## src/rtl/uart_pkg.sv

```systemverilog
// Shared types and defaults for the tx_uart arbiter slice.
package uart_pkg;

  typedef enum logic [1:0] {
    IDLE = 2'd0,
    LOAD = 2'd1,
    SEND = 2'd2,
    HOLD = 2'd3
  } arb_state_e;

  localparam int unsigned CLK_FREQ_DEFAULT   = 50_000_000;
  localparam int unsigned BAUD_DEFAULT       = 9600;
  localparam int unsigned FRAME_BITS_DEFAULT = 10;

  // Cycles one tx_uart frame occupies the line, including trailing guard idle.
  function automatic int unsigned frame_cycles(input int unsigned clk_freq,
                                               input int unsigned baud,
                                               input int unsigned frame_bits,
                                               input int unsigned guard);
    return (clk_freq / baud) * frame_bits + guard;
  endfunction

endpackage

```

## src/rtl/frame_timer.sv

```systemverilog
// Loadable down-counter; done pulses for one cycle when a loaded count reaches zero.
module frame_timer #(
  parameter int unsigned WIDTH = 16
) (
  input  logic             clk,
  input  logic             rst,
  input  logic             load,
  input  logic             clear,
  input  logic [WIDTH-1:0] value,
  output logic             done
);

  logic [WIDTH-1:0] count_q;
  logic             armed_q;

  always_ff @(posedge clk or negedge rst) begin
    if (!rst) begin
      count_q <= '0;
      armed_q <= 1'b0;
    end else if (clear) begin
      count_q <= '0;
      armed_q <= 1'b0;
    end else if (load) begin
      count_q <= value;
      armed_q <= 1'b1;
    end else if (armed_q) begin
      if (count_q == '0) armed_q <= 1'b0;
      else               count_q <= count_q - 1'b1;
    end
  end

  assign done = armed_q && (count_q == '0);

endmodule

```

## src/rtl/uart_tx_arbiter.sv

```systemverilog
// Message-granular round-robin arbiter feeding a single tx_uart, paced by a frame timer.
// Optional HOLD abandonment timeout is built only when ARB_TIMEOUT_EN is defined.
module uart_tx_arbiter
  import uart_pkg::*;
#(
  parameter int unsigned CLK_FREQ     = CLK_FREQ_DEFAULT,
  parameter int unsigned BAUD         = BAUD_DEFAULT,
  parameter int unsigned FRAME_BITS   = FRAME_BITS_DEFAULT,
  parameter int unsigned GUARD_CYCLES = 2,
  parameter int unsigned HOLD_TIMEOUT = 1_000_000
) (
  input  logic       clk,
  input  logic       rst,
  input  logic       req0_valid,
  input  logic [7:0] req0_data,
  input  logic       req0_last,
  output logic       req0_ready,
  input  logic       req1_valid,
  input  logic [7:0] req1_data,
  input  logic       req1_last,
  output logic       req1_ready,
  output logic [7:0] tx_data,
  output logic       tx_ready,
  output logic [1:0] grant,
  output logic       busy,
  output logic       timeout
);

  localparam int unsigned FRAME_CYCLES = frame_cycles(CLK_FREQ, BAUD, FRAME_BITS, GUARD_CYCLES);
  localparam int unsigned FRAME_W      = $clog2(FRAME_CYCLES + 1);
  localparam logic [FRAME_W-1:0] FRAME_LOAD = FRAME_W'(FRAME_CYCLES - 1);

  arb_state_e state_q;
  logic       owner_q;
  logic       ptr_q;
  logic       last_q;
  logic [7:0] tx_data_q;
  logic       tx_ready_q;
  logic [1:0] grant_q;
  logic       busy_q;
  logic       timeout_q;

  logic       win;
  logic       owner_valid;
  logic [7:0] owner_data;
  logic       owner_last;
  logic       frame_done;
  logic       hold_expire;

  assign win         = (req0_valid && req1_valid) ? ptr_q : req1_valid;
  assign owner_valid = owner_q ? req1_valid : req0_valid;
  assign owner_data  = owner_q ? req1_data  : req0_data;
  assign owner_last  = owner_q ? req1_last  : req0_last;

  // Loaded during LOAD so the count expires on the last SEND cycle.
  frame_timer #(.WIDTH(FRAME_W)) u_frame_timer (
    .clk   (clk),
    .rst   (rst),
    .load  (state_q == LOAD),
    .clear (1'b0),
    .value (FRAME_LOAD),
    .done  (frame_done)
  );

`ifdef ARB_TIMEOUT_EN
  localparam int unsigned HOLD_W = $clog2(HOLD_TIMEOUT + 1);
  localparam logic [HOLD_W-1:0] HOLD_LOAD = HOLD_W'(HOLD_TIMEOUT - 1);

  logic hold_start;
  logic hold_exit;

  assign hold_start = (state_q == SEND) && frame_done && !last_q && !owner_valid;
  assign hold_exit  = (state_q == HOLD) && owner_valid;

  frame_timer #(.WIDTH(HOLD_W)) u_hold_timer (
    .clk   (clk),
    .rst   (rst),
    .load  (hold_start),
    .clear (hold_exit),
    .value (HOLD_LOAD),
    .done  (hold_expire)
  );
`else
  assign hold_expire = 1'b0;
`endif

  always_ff @(posedge clk or negedge rst) begin
    if (!rst) begin
      state_q    <= IDLE;
      owner_q    <= 1'b0;
      ptr_q      <= 1'b0;
      last_q     <= 1'b0;
      tx_data_q  <= '0;
      tx_ready_q <= 1'b0;
      grant_q    <= '0;
      busy_q     <= 1'b0;
      timeout_q  <= 1'b0;
    end else begin
      tx_ready_q <= 1'b0;
      timeout_q  <= 1'b0;
      unique case (state_q)
        IDLE: begin
          if (req0_valid || req1_valid) begin
            owner_q <= win;
            grant_q <= win ? 2'b10 : 2'b01;
            busy_q  <= 1'b1;
            state_q <= LOAD;
          end
        end
        LOAD: begin
          tx_data_q  <= owner_data;
          last_q     <= owner_last;
          tx_ready_q <= 1'b1;
          state_q    <= SEND;
        end
        SEND: begin
          if (frame_done) begin
            if (last_q) begin
              ptr_q   <= ~owner_q;
              grant_q <= '0;
              busy_q  <= 1'b0;
              state_q <= IDLE;
            end else if (owner_valid) begin
              state_q <= LOAD;
            end else begin
              state_q <= HOLD;
            end
          end
        end
        HOLD: begin
          if (owner_valid) begin
            state_q <= LOAD;
          end else if (hold_expire) begin
            ptr_q     <= ~owner_q;
            grant_q   <= '0;
            busy_q    <= 1'b0;
            timeout_q <= 1'b1;
            state_q   <= IDLE;
          end
        end
      endcase
    end
  end

  assign req0_ready = (state_q == LOAD) && !owner_q;
  assign req1_ready = (state_q == LOAD) &&  owner_q;
  assign tx_data    = tx_data_q;
  assign tx_ready   = tx_ready_q;
  assign grant      = grant_q;
  assign busy       = busy_q;
  assign timeout    = timeout_q;

endmodule

```

## config.mk

```make
export PLATFORM = sky130hd
export DESIGN_NAME = uart_tx_arbiter
export DESIGN_NICKNAME = d
export VERILOG_FILES = /design/src/rtl/uart_pkg.sv /design/src/rtl/frame_timer.sv /design/src/rtl/uart_tx_arbiter.sv
export SDC_FILE = /design/constraint.sdc
export NUM_CORES = 1
export LEC_CHECK = 0
export BUFFER_PORTS_ARGS = -buffer_cell sky130_fd_sc_hd__buf_4
export CAP_MARGIN = 20
export CORE_MARGIN = 2
export CORE_UTILIZATION = 35
export CTS_CLUSTER_SIZE = 16
export DETAILED_ROUTE_END_ITERATION = 8
export GPL_ROUTABILITY_DRIVEN = 0
export GPL_TIMING_DRIVEN = 0
export SETUP_SLACK_MARGIN = 0.15
export SLEW_MARGIN = 20
export SYNTH_ARGS = -nofsm -noshare
export SYNTH_HDL_FRONTEND = slang
export SYNTH_SLANG_ARGS = --single-unit
```

## constraint.sdc

```tcl
create_clock -name clk -period 2.3 [get_ports clk]
set_input_delay 0.23 -clock clk [delete_from_list [all_inputs] [get_ports clk]]
set_output_delay 0.23 -clock clk [all_outputs]
set_load 0.05 [all_outputs]
```

* Word-level counts from Yosys, hierarchy flattened
Index checks and enable logic that the tools add are counted.
** Word-level totals
- Bits in registers :: 34
** Cells by class
- Bitwise logic cells :: 1
- Equality and inequality tests :: 8
- Multiplexer cells :: 26
- Reductions and logical operators :: 15
- $add $sub $neg :: 1
** Operators by type and width (number)
- 16-bit 2-to-1 mux :: 3
- 2-bit 2-to-1 mux :: 9
- 16-bit logical NOT :: 1
- 16-bit by 1-bit subtractor with 16-bit output, second input constant :: 1
- 1-bit 2-to-1 mux :: 10
- 8-bit 2-to-1 mux :: 1
- 2-bit != test, second input constant :: 4
- 2-bit one-hot mux with 4 select lines :: 1
- 3-bit AND reduction :: 2
- 2-bit equality test, second input constant :: 2
- 1-bit logical AND :: 4
- 2-bit one-hot mux with 2 select lines :: 1
- 2-bit AND reduction :: 2
- 4-bit AND reduction :: 1
- 2-bit nonzero test :: 2
- 2-bit by 1-bit equality test with 1-bit output, second input constant :: 1
- 2-bit logical NOT :: 1
- 2-bit by 1-bit != test with 1-bit output, second input constant :: 1
- 1-bit one-hot mux with 2 select lines :: 1
- 1-bit logical NOT :: 1
- 1-bit logical OR :: 1
- 1-bit inverter :: 1

* Logic depth before layout (Yosys ltp)
Gate-level depths: netlist of the first run.
- Word-level depth :: 5
- Depth in mapped cells :: 6

* Hierarchy
From an unflattened synthesis of the first run, not the netlist that was laid out.
** Second synthesis, totals
- Cell total of the unflattened synthesis :: 209
- Area, all modules :: 2028.2 sq um
** Modules (own cells, without submodules)
- frame_timer :: times used 1, cells each 126, area an instance 1133.6 sq um, seq. area each 425.4 sq um
- uart_tx_arbiter :: times used 1, cells each 83, area an instance 894.6 sq um, seq. area each 425.4 sq um

* Worst setup path after synthesis of the first run
OpenSTA, ideal clock, no wires.
- Path kind :: register to register
- Start :: register u_frame_timer.count_q[6]
- End :: register u_frame_timer.count_q[13]
- Library setup time :: 78 ps
- Slack :: 130 ps
- Stages on the path, launching flop included :: 6
- Data required time :: 2222 ps
- Arrival :: 2092 ps
- Clock period less this slack :: 2170 ps
- Cell sequence :: dfrtp_1 -> or4_4 -> or4_1 -> buf_2 -> or4b_1 -> a21oi_1
** Between the ends
- Longest elaborated chain between the ends :: 4
- Elaborated cells on any way between the ends :: 7
** RTL lines
- start: declaration :: RTL line frame_timer.sv:13 : logic [WIDTH-1:0] count_q;
- start signal: assignment :: RTL line frame_timer.sv:24 : count_q <= value;
- start signal: assignment :: RTL line frame_timer.sv:28 : else count_q <= count_q - 1'b1;
- 16-bit by 1-bit subtractor with 16-bit output :: RTL line frame_timer.sv:28
- 16-bit 2-to-1 mux :: RTL line frame_timer.sv:27 : if (count_q == '0) armed_q <= 1'b0;
- 16-bit 2-to-1 mux :: RTL line frame_timer.sv:26 : end else if (armed_q) begin
- 16-bit 2-to-1 mux :: RTL line frame_timer.sv:23 : end else if (load) begin
Several ways; a longest one is shown, not always the timed one. The select of a mux whose other input is x is not followed.
A chain may end at the register's enable or synchronous reset.

* Worst setup path in the final report of the first run
- Start :: register u_frame_timer.count_q[0]
- End :: register u_frame_timer.count_q[13]
Same word-level chain as after synthesis.

==> summary.md, run 1 <==
| Metric | Value |
|---|---|
| Clock Path Buffers | 2 |
| Final WL | roughly 4000 µm |
| N_diodes | 0 |
| Syn-to-layout area delta | 31.2% |
| # setup viols final | 0 |
| Crit Path Class | reg2reg |
| Proportion of layout cells with a drive suffix above 1 | 0.305 |
| Setup TNS | 0 ns |
| Final period util | 0.964 |
| Slew Limit Headroom | 0.663 |
| Avg WL per Cell | roughly 13 µm |
| Core area | between 5000 and 6000 µm² |
| CTS tree | built |
| Nets@finish | between 200 and 300 |
| Total placed cells including tap cells | around 290 |
| Leak | 0.995 nW |
| Chip height | roughly 76 µm |
| Routed Antenna Nets | 0 |
| Largest net degree at the start of global routing | 35 |
| CTS root buf | clkbuf_8 |
| Crit. End Element | register |
| Max-cap violations | 0 |
| F_max | between 400 and 500 MHz |
| Status | finished clean |
| H-tree lvl count | 2 |
| Number of port buffers | 34 |
| Vias/cell | slightly above 5 |
| DRT Pass-1 Iters | 6 |
| Clock slew at reported path FFs | about 0.080 ns |
| Initial antenna violation count | 0 |
| Synth cell count leaders | 34 x dfrtp_1, 21 x nor2_1, 18 x a21oi_1 |
| Worst Setup Start Kind | register |
| DRT iter0 DRCs | 52 |
| I/O pins | 37 |
| Non-Filler Instances | between 300 and 400 |
| Number of flops mapped to enable cells by yosys | 0 |
| First-pass GRT wire length | 6820 µm |
| Initial Util | 0.361 |
| Final hold vios | 0 |
| Worst-Margin Slew | approximately 0.5 ns |
| Main synth FF type | dfrtp_1 |
| Die Area | 5820 µm² |
| HPWL Detailed | about 2800 µm |
| Worst Path Arrival | approximately 2.4 ns |
| Seq/Total Area, Yosys | 0.465 |
| Area share of the largest cell type after synthesis | 0.465 |
| Hold/Removal Path Class | in2reg |
| Post-Syn Instances | 187 |
| TritonCTS Buffers | 5 |
| DRC | 0 |
| Worst-path fanout max | 6 |
| Cell taking the most area after synthesis | dfrtp_1 |
| Netlist Area Pre-Place | ~1800 µm² |
| Maximum vdd drop | just over 0.7 mV |
| GRT Util Overall | 0.145 |
| Total power | between 0.002 and 0.003 W |
| Final hold slack | between 0.15 and 0.2 ns |
| Clk_lat worst skew | approximately 0.29 ns |
| Post-synth cell types | 49 |
| Synthesized flop and latch total | 34 |
| PwrDens | between 1000 and 1500 nW/µm² |
| Top-count cell post-synth | dfrtp_1 |
| Sink Count | 34 |
| Area contributors post-synth | dfrtp_1 46%, mux2i_1 7.1%, a21oi_1 4.9% |
| Die W | 76.3 µm |
| Syn nets | around 210 |
| Final Max Tran Viols | 0 |
| Vias | about 1.6k |
| Worst Skew | 0.0101 ns |
| Syn avg cell area | 9.79 µm² |
| Vias in the first global route | roughly 1.5k |
| Overflow after GRT | 0 |
| Min Tclk post-route | between 2 and 2.5 ns |
| Critical path required time | around 2.5 ns |
| Synth warnings | 0 |
| Share of flip-flops with an asynchronous set or reset | 1.00 |
| FP Rows | 26 |
| RSZ-0062 raised after global routing | true |
[cell usage in the layout, fill, tap and decap left out, types with 3 or more instances in the layout]
cell and instances:
or3_1 3, or4b_1 4, o31ai_1 4, o21ai_0 5, clkbuf_2 3, dfrtp_1 33
buf_4 41, a21oi_1 18, nand4_1 3, nor2_1 21, nor3_1 3, clkbuf_1 4
inv_1 6, nor2b_1 4, nand2_1 12, mux2i_1 13, nor4_2 3, clkbuf_8 6
ha_1 5
[critical path, stage by stage (launching register included)]
cell	delay [ns]
dfrtp_1	0.38
or4b_4	0.54
or4_4	0.49
buf_6	0.14
or4b_1	0.46
a21oi_1	0.13
[cell type report]
type | count | area [µm²]
tap | 70 | 87.6
fill | 518 | 2670
clock inverter | 2 | 12.5
sequential | 34 | 852
timing repair buffer | 41 | 310
inverter | 7 | 30.0
clock buffer | 6 | 82.6
multi-input combinational | 136 | 971
buffer | 10 | 56.3
[layer usage]
layer / track usage / part of all wire / routed length, µm / vias up
met5: 0 / 0 / 0 / -
met4: 0.0600 / 0.012 / 49 / 0
met3: 0.0344 / 0.034 / 137 / 2
met2: 0.233 / 0.48 / 1910 / 29
met1: 0.188 / 0.48 / 1910 / 750
li1: - / - / - / 788
[registers in the layout, summed over array words and instances (netlist names)]
signal and flops:
state_q 2, ptr_q 1, busy 1, owner_q 1, u_frame_timer.count_q 16, last_q 1
grant 2, u_frame_timer.armed_q 1, tx_data 8, tx_ready 1
[final timing paths]
path,startpoint,to,slack (ns),cells after the start
worst min-delay path,req1_valid,grant[0],0.17,2
worst min register to register,ptr_q,ptr_q,0.50,2
worst max register to register,u_frame_timer.count_q[0],u_frame_timer.count_q[13],0.08,5
min in group asynchronous,rst,u_frame_timer.count_q[0],0.43,2
worst max-delay path,u_frame_timer.count_q[0],u_frame_timer.count_q[13],0.08,5
max in group asynchronous,rst,u_frame_timer.count_q[2],1.54,2
[cells by family after synthesis]
logic type / share of synthesized area
and+or+nand+nor: 0.219
AOI/OAI and AO/OA: 0.150
DFF: 0.465
buffers and inverters: 0.0376
muxes: 0.0834
adders and majority gates: 0.0342
xor gates and xnor gates: 0.00957
other: 0.00205
[what timing repair did]
item	CTS	global route
endpoints found under the setup margin	17	17
pin swaps	0	0
buffers inserted	2	4
hold buffers	1	0
gates resized for setup	6	12
hold endpoints to repair	34	0
[metrics by stage]
step / setup WS [ns] / util / area (µm²)
global placement: -0.0852 / 0.431 / 2190
detailed placement: -0.0512 / 0.431 / 2190
CTS: 0.0742 / 0.459 / 2330
global route: 0.0387 / 0.473 / 2400
finish: 0.0837 / 0.473 / 2400
floorplan: 0.139 / - / 1840
[power breakdown]
group,switching (W),total [W],internal [W]
Sequential,0.000112,0.000880,0.000768
Clock,0.000230,0.000471,0.000241
Combinational,0.000982,0.00155,0.000567
(Power assumes the default switching activity.)
==> run 2: changes to the inputs <==
--- a/config.mk
+++ b/config.mk
@@ -13,6 +13,7 @@
 export DETAILED_ROUTE_END_ITERATION = 8
 export GPL_ROUTABILITY_DRIVEN = 0
 export GPL_TIMING_DRIVEN = 0
+export PLACE_DENSITY = 0.55
 export SETUP_SLACK_MARGIN = 0.15
 export SLEW_MARGIN = 20
 export SYNTH_ARGS = -nofsm -noshare
==> summary.md, run 2 (synthesized netlist as in run 1, its figures left out) <==
| Metric | Value |
|---|---|
| Worst hold start | req1_valid |
| Initial antenna violation count | 0 (unchanged) |
| Total power | 0.00293 W (+1.0%) |
| Crit. End Element | register |
| Overflow after GRT | 0 (unchanged) |
| Final hold slack | 0.180 ns (+0.00736 ns) |
| Final Max Tran Viols | 0 (unchanged) |
| Final hold vios | 0 (unchanged) |
| Status | finished clean |
| Non-Filler Instances | 308 (+0.65%) |
| Most common cell after layout, fill and taps aside | buf_4 |
| FP Rows | 26 (unchanged) |
| Clock slew at reported path FFs | 0.07 ns (about the same) |
| Core area | 5070 µm² (unchanged) |
| Setup WS post-layout | 0.0622 ns (-0.0215 ns) |
| Vias | 1594 (+1.6%) |
| Final period util | 0.973 (+0.00935) |
| Initial Util | 0.361 (unchanged) |
| Worst R2R Path Depth | 5 (unchanged) |
| Register area | 852 µm² (unchanged) |
| Worst Skew | 0.00223 ns (-0.00785 ns) |
| Multi-input gate area | 986 µm² (+1.5%) |
| Sink Count | 34 (unchanged) |
| Worst Path Arrival | 2.45 ns (+0.02 ns) |
| Worst-path fanout max | 6 (unchanged) |
| H-tree lvl count | 2 (unchanged) |
| Worst Setup Start Kind | register |
| Flop-to-flop setup slack | 0.06 ns (-0.02 ns) |
| F_max | 447 MHz (-0.96%) |
| Number of port buffers | 34 (unchanged) |
| DRC | 0 (unchanged) |
| Clock Path Buffers | 2 (unchanged) |
| Largest Register | u_frame_timer.count_q |
| Proportion of layout cells with a drive suffix above 1 | 0.315 (+0.0100) |
| Leak | 1.02 nW (+2.6%) |
| I/O pins | 37 (unchanged) |
| TritonCTS Buffers | 5 (unchanged) |
| Avg WL per Cell | 13.8 µm (+5.5%) |
| Routed Antenna Nets | 0 (unchanged) |
| Die Area | 5820 µm² (unchanged) |
| Largest net degree at the start of global routing | 35 (unchanged) |
| Worst R2R Start | u_frame_timer.count_q[0] |
| Syn-to-layout area delta | 33.4% |
| Vias in the first global route | 1477 (+1.1%) |
| CP Launch Point | u_frame_timer.count_q[0] |
| Max-cap violations | 0 (unchanged) |
| N_diodes | 0 (unchanged) |
| Die W | 76.3 µm (unchanged) |
| Highest-count cells in the layout ignoring fill and taps | 43 x buf_4, 33 x dfrtp_1, 21 x nor2_1 |
| HPWL Detailed | 2840 µm (+1.9%) |
| Total placed cells including tap cells | 291 (unchanged) |
| Max reg flops | 16 (unchanged) |
| RSZ-0062 raised after global routing | true |
| Hold Path Stages | 2 (unchanged) |
| Nets@finish | 264 (+0.76%) |
| Pre-CTS setup slack | -0.0554 ns (-0.00424 ns) |
| DRT iter0 DRCs | 56 (+7.7%) |
| Chip height | 76.3 µm (unchanged) |
| CTS root buf | clkbuf_8 |
| Critical path required time | 2.51 ns (about the same) |
| Crit Path Class | reg2reg |
| Maximum vdd drop | 0.638 mV (-12%) |
| Hold/Removal Path Class | in2reg |
| CTS tree | built |
| Filler cells | 517 (-0.19%) |
| # setup viols final | 0 (unchanged) |
| PwrDens | 1200 nW/µm² (-0.59%) |
| DRT Pass-1 Iters | 4 (-2) |
| Vias/cell | 5.18 (+0.93%) |
| DP Area | 2190 µm² (unchanged) |
| Fin area | 2440 µm² (+1.6%) |
| Final WL | 4260 µm (+6.2%) |
| Clk_lat worst skew | 0.28 ns (about the same) |
| First-pass GRT wire length | 7020 µm (+2.8%) |
| GRT Util Overall | 0.150 (+0.00528) |
| Min Tclk post-route | 2.24 ns (+0.0215 ns) |
## run 2: area by class of cell
cell class	instances	share of cell area
Sequential cell	34	0.349
Inverter	7	0.0108
Timing Repair Buffer	43	0.133
Multi-Input combinational cell	136	0.404
Buffer	10	0.0220
Tap cell	70	0.0359
Clock buffer	8	0.0451
## run 2: report_power, final
group          switching [W]  total [W]  leakage (nW)  internal, W
Sequential          0.000113   0.000881         0.379     0.000769
Clock               0.000215   0.000517        0.0575     0.000302
Combinational       0.000985    0.00153         0.584     0.000545
## run 2: stage by stage
stage	util	TNS (ns)
after floorplan	-	0
after global placement	0.431	-0.214
after detailed placement	0.431	-0.111
after CTS	0.468	0
after global routing	0.481	0
final	0.481	0
## run 2: layer usage
| layer | part of all wire | vias up | global-route usage |
|---|---|---|---|
| met3 | 0.038 | 7 | 0.0320 |
| met2 | 0.50 | 26 | 0.250 |
| li1 | - | 786 | - |
| met5 | 0 | - | 0 |
| met1 | 0.45 | 775 | 0.191 |
| met4 | 0.017 | 0 | 0.0600 |
## run 2: final timing paths
| path | end |
|---|---|
| worst min register to register | ptr_q |
| worst max register to register | u_frame_timer.count_q[13] |
| max in group asynchronous | u_frame_timer.count_q[2] |
| min in group asynchronous | u_frame_timer.count_q[0] |
| worst min-delay path | grant[0] |
| worst max-delay path | u_frame_timer.count_q[13] |
## run 2: timing repair
item / CTS / global route
pin swaps: 3 / 4
endpoints found under the setup margin: 16 / 11
buffers inserted: 6 / 2
resized for setup: 7 / 11
hold buffers: 1 / 0
hold endpoints to repair: 34 / 0
## run 2: worst max-delay path, stage by stage, from the launching register on
cell,delay (ns)
dfrtp_1,0.39
or4b_4,0.54
or4_4,0.49
buf_6,0.14
or4b_4,0.47
a21oi_2,0.13
==> run 3: changes to the inputs <==
==> constraint.sdc (replaced) <==
create_clock -name clk -period 2.3 [get_ports clk]
set_input_delay 0.23 -clock clk [delete_from_list [all_inputs] [get_ports clk]]
set_output_delay 0.23 -clock clk [all_outputs]
set_load 0.1 [all_outputs]
==> summary.md, run 3 (synthesized netlist as in run 1, its figures left out) <==
| Metric | Value |
|---|---|
| Status | finished clean |
| Largest net degree at the start of global routing | 35 (unchanged) |
| Final hold vios | 0 (unchanged) |
| DRC | 0 (unchanged) |
| DRT iter0 DRCs | 127 (+130%) |
| CP most frequent cell | or4b_4 |
| F_max | 445 MHz (-0.37%) |
| Avg WL per Cell | 13.6 µm (-1.7%) |
| Sink Count | 34 (unchanged) |
| Max reg flops | 16 (unchanged) |
| Worst-Margin Slew | a little under 0.5 ns |
| Vias/cell | 5.04 (-2.6%) |
| Nets@finish | 267 (+1.1%) |
| Largest Register | u_frame_timer.count_q |
| Worst Setup Start Kind | register |
| Non-Filler Instances | 311 (+0.97%) |
| Final WL | 4230 µm (-0.70%) |
| Max-cap violations | 0 (unchanged) |
| GRT Util Overall | 0.151 (+0.00133) |
| CTS root buf | clkbuf_8 |
| Maximum vdd drop | 0.904 mV (+42%) |
| Min Tclk post-route | 2.25 ns (+0.00833 ns) |
| Vias | 1568 (-1.6%) |
| Proportion of layout cells with a drive suffix above 1 | 0.340 (+0.0251) |
| Slew Limit Headroom | 0.668 |
| Clock slew at reported path FFs | 0.08 ns (about the same) |
| Filler cells | 513 (-0.77%) |
| Initial Util | 0.361 (unchanged) |
| Clock Path Buffers | 2 (unchanged) |
| Worst Path Arrival | 2.47 ns (+0.02 ns) |
| Most common cell after layout, fill and taps aside | buf_4 |
| Number of port buffers | 34 (unchanged) |
| Routed Antenna Nets | 0 (unchanged) |
| Initial antenna violation count | 0 (unchanged) |
| Worst Skew | 0.0103 ns (+0.00807 ns) |
| HPWL Detailed | 2830 µm (-0.11%) |
| CP max stage cell | or4b_4 |
| Hold/Removal Path Class | in2reg |
| DP Area | 2190 µm² (+0.17%) |
| Overflow after GRT | 0 (unchanged) |
| Critical path required time | 2.52 ns (about the same) |
| TritonCTS Buffers | 5 (unchanged) |
| I/O pins | 37 (unchanged) |
| Die W | 76.3 µm (unchanged) |
| Syn-to-layout area delta | 35.3% |
| Vias in the first global route | 1434 (-2.9%) |
| Fin area | 2480 µm² (+1.5%) |
| Multi-input gate area | 993 µm² (+0.76%) |
| Core area | 5070 µm² (unchanged) |
| Total placed cells including tap cells | 291 (unchanged) |
| DRT Pass-1 Iters | 4 (unchanged) |
| Final Max Tran Viols | 0 (unchanged) |
| Crit Path Class | reg2reg |
| H-tree lvl count | 2 (unchanged) |
| Crit-path max cell delay | 0.54 ns (about the same) |
| Final period util | 0.977 (+0.00362) |
| PwrDens | 1370 nW/µm² (+14%) |
| CTS tree | built |
| Chip height | 76.3 µm (unchanged) |
| Die Area | 5820 µm² (unchanged) |
| FP Rows | 26 (unchanged) |
| Leak | 1.03 nW (+0.66%) |
| RSZ-0062 raised after global routing | true |
| Crit. End Element | register |
| N_diodes | 0 (unchanged) |
| First-pass GRT wire length | 7070 µm (+0.78%) |
| Total power | 0.00339 W (+16%) |
| Register area | 852 µm² (unchanged) |
| Clk_lat worst skew | 0.30 ns (+0.02 ns) |
| # setup viols final | 0 (unchanged) |
| CP Cell Sequence | or4b_4, or4_4, buf_6, or4b_4, a21oi_2 |
| Worst-path fanout max | 6 (unchanged) |
| Highest-count cells in the layout ignoring fill and taps | 43 x buf_4, 33 x dfrtp_1, 20 x nor2_1 |
==> run 3: through the flow <==
step / util / hold slack [ns] / setup WS, ns / setup TNS [ns]
detailed placement: 0.432 / 0.212 / -0.0854 / -0.145
global route: 0.488 / 0.167 / 0.0187 / 0
global placement: 0.432 / 0.210 / -0.104 / -0.181
floorplan: - / -0.0656 / 0.139 / 0
CTS: 0.465 / 0.164 / 0.0364 / 0
finish: 0.488 / 0.173 / 0.0538 / 0
==> run 3: routing by layer <==
layer	vias to the layer above	GRT usage	share of wire	wire length (µm)
met5	-	0	0	0
met4	0	0.0709	0.017	72
met3	5	0.0249	0.023	96
met2	17	0.240	0.48	2050
met1	754	0.203	0.48	2020
li1	792	-	-	-
==> run 3: area by class of cell <==
| type | instances | area share |
|---|---|---|
| buffer | 10 | 0.0227 |
| clock buffer | 6 | 0.0333 |
| clock inverter | 2 | 0.00505 |
| inverter | 7 | 0.0121 |
| multi-input combinational | 136 | 0.401 |
| sequential | 34 | 0.344 |
| tap | 70 | 0.0354 |
| timing repair buffer | 46 | 0.146 |
==> run 3: worst paths after layout <==
| kind | start | end | slack (ns) | depth (start not counted) |
|---|---|---|---|---|
| setup / recovery | u_frame_timer.count_q[2] | u_frame_timer.count_q[13] | 0.05 | 5 |
| max in group asynchronous | rst | u_frame_timer.count_q[2] | 1.55 | 2 |
| hold / removal | req1_valid | grant[0] | 0.17 | 2 |
| hold reg to reg | ptr_q | ptr_q | 0.51 | 2 |
| min in group asynchronous | rst | u_frame_timer.count_q[0] | 0.43 | 2 |
| setup reg to reg | u_frame_timer.count_q[2] | u_frame_timer.count_q[13] | 0.05 | 5 |
==> run 3: critical path, delay by kind of cell, from the launching register on <==
kind | cells | cell delay (ns)
and+or+nand+nor | 3 | 1.51
buffers and inverters | 1 | 0.15
DFF | 1 | 0.40
AOI/OAI and AO/OA | 1 | 0.12
==> run 3: where the power goes <==
part / switching (W) / internal [W] / total, W
clock: 0.000234 / 0.000241 / 0.000474
combinational: 0.00145 / 0.000596 / 0.00204
sequential: 0.000110 / 0.000768 / 0.000879
total: 0.00179 / 0.00160 / 0.00339
==> run 3: repair_timing <==
item                       4_1_cts  5_1_grt
hold endpoints to repair        34        0
hold buffers                     1        0
cloned                           0        0
pin swaps                        4        6
setup buffers                    5        6
resized for setup                7       20
setup endpoints to repair       16       21
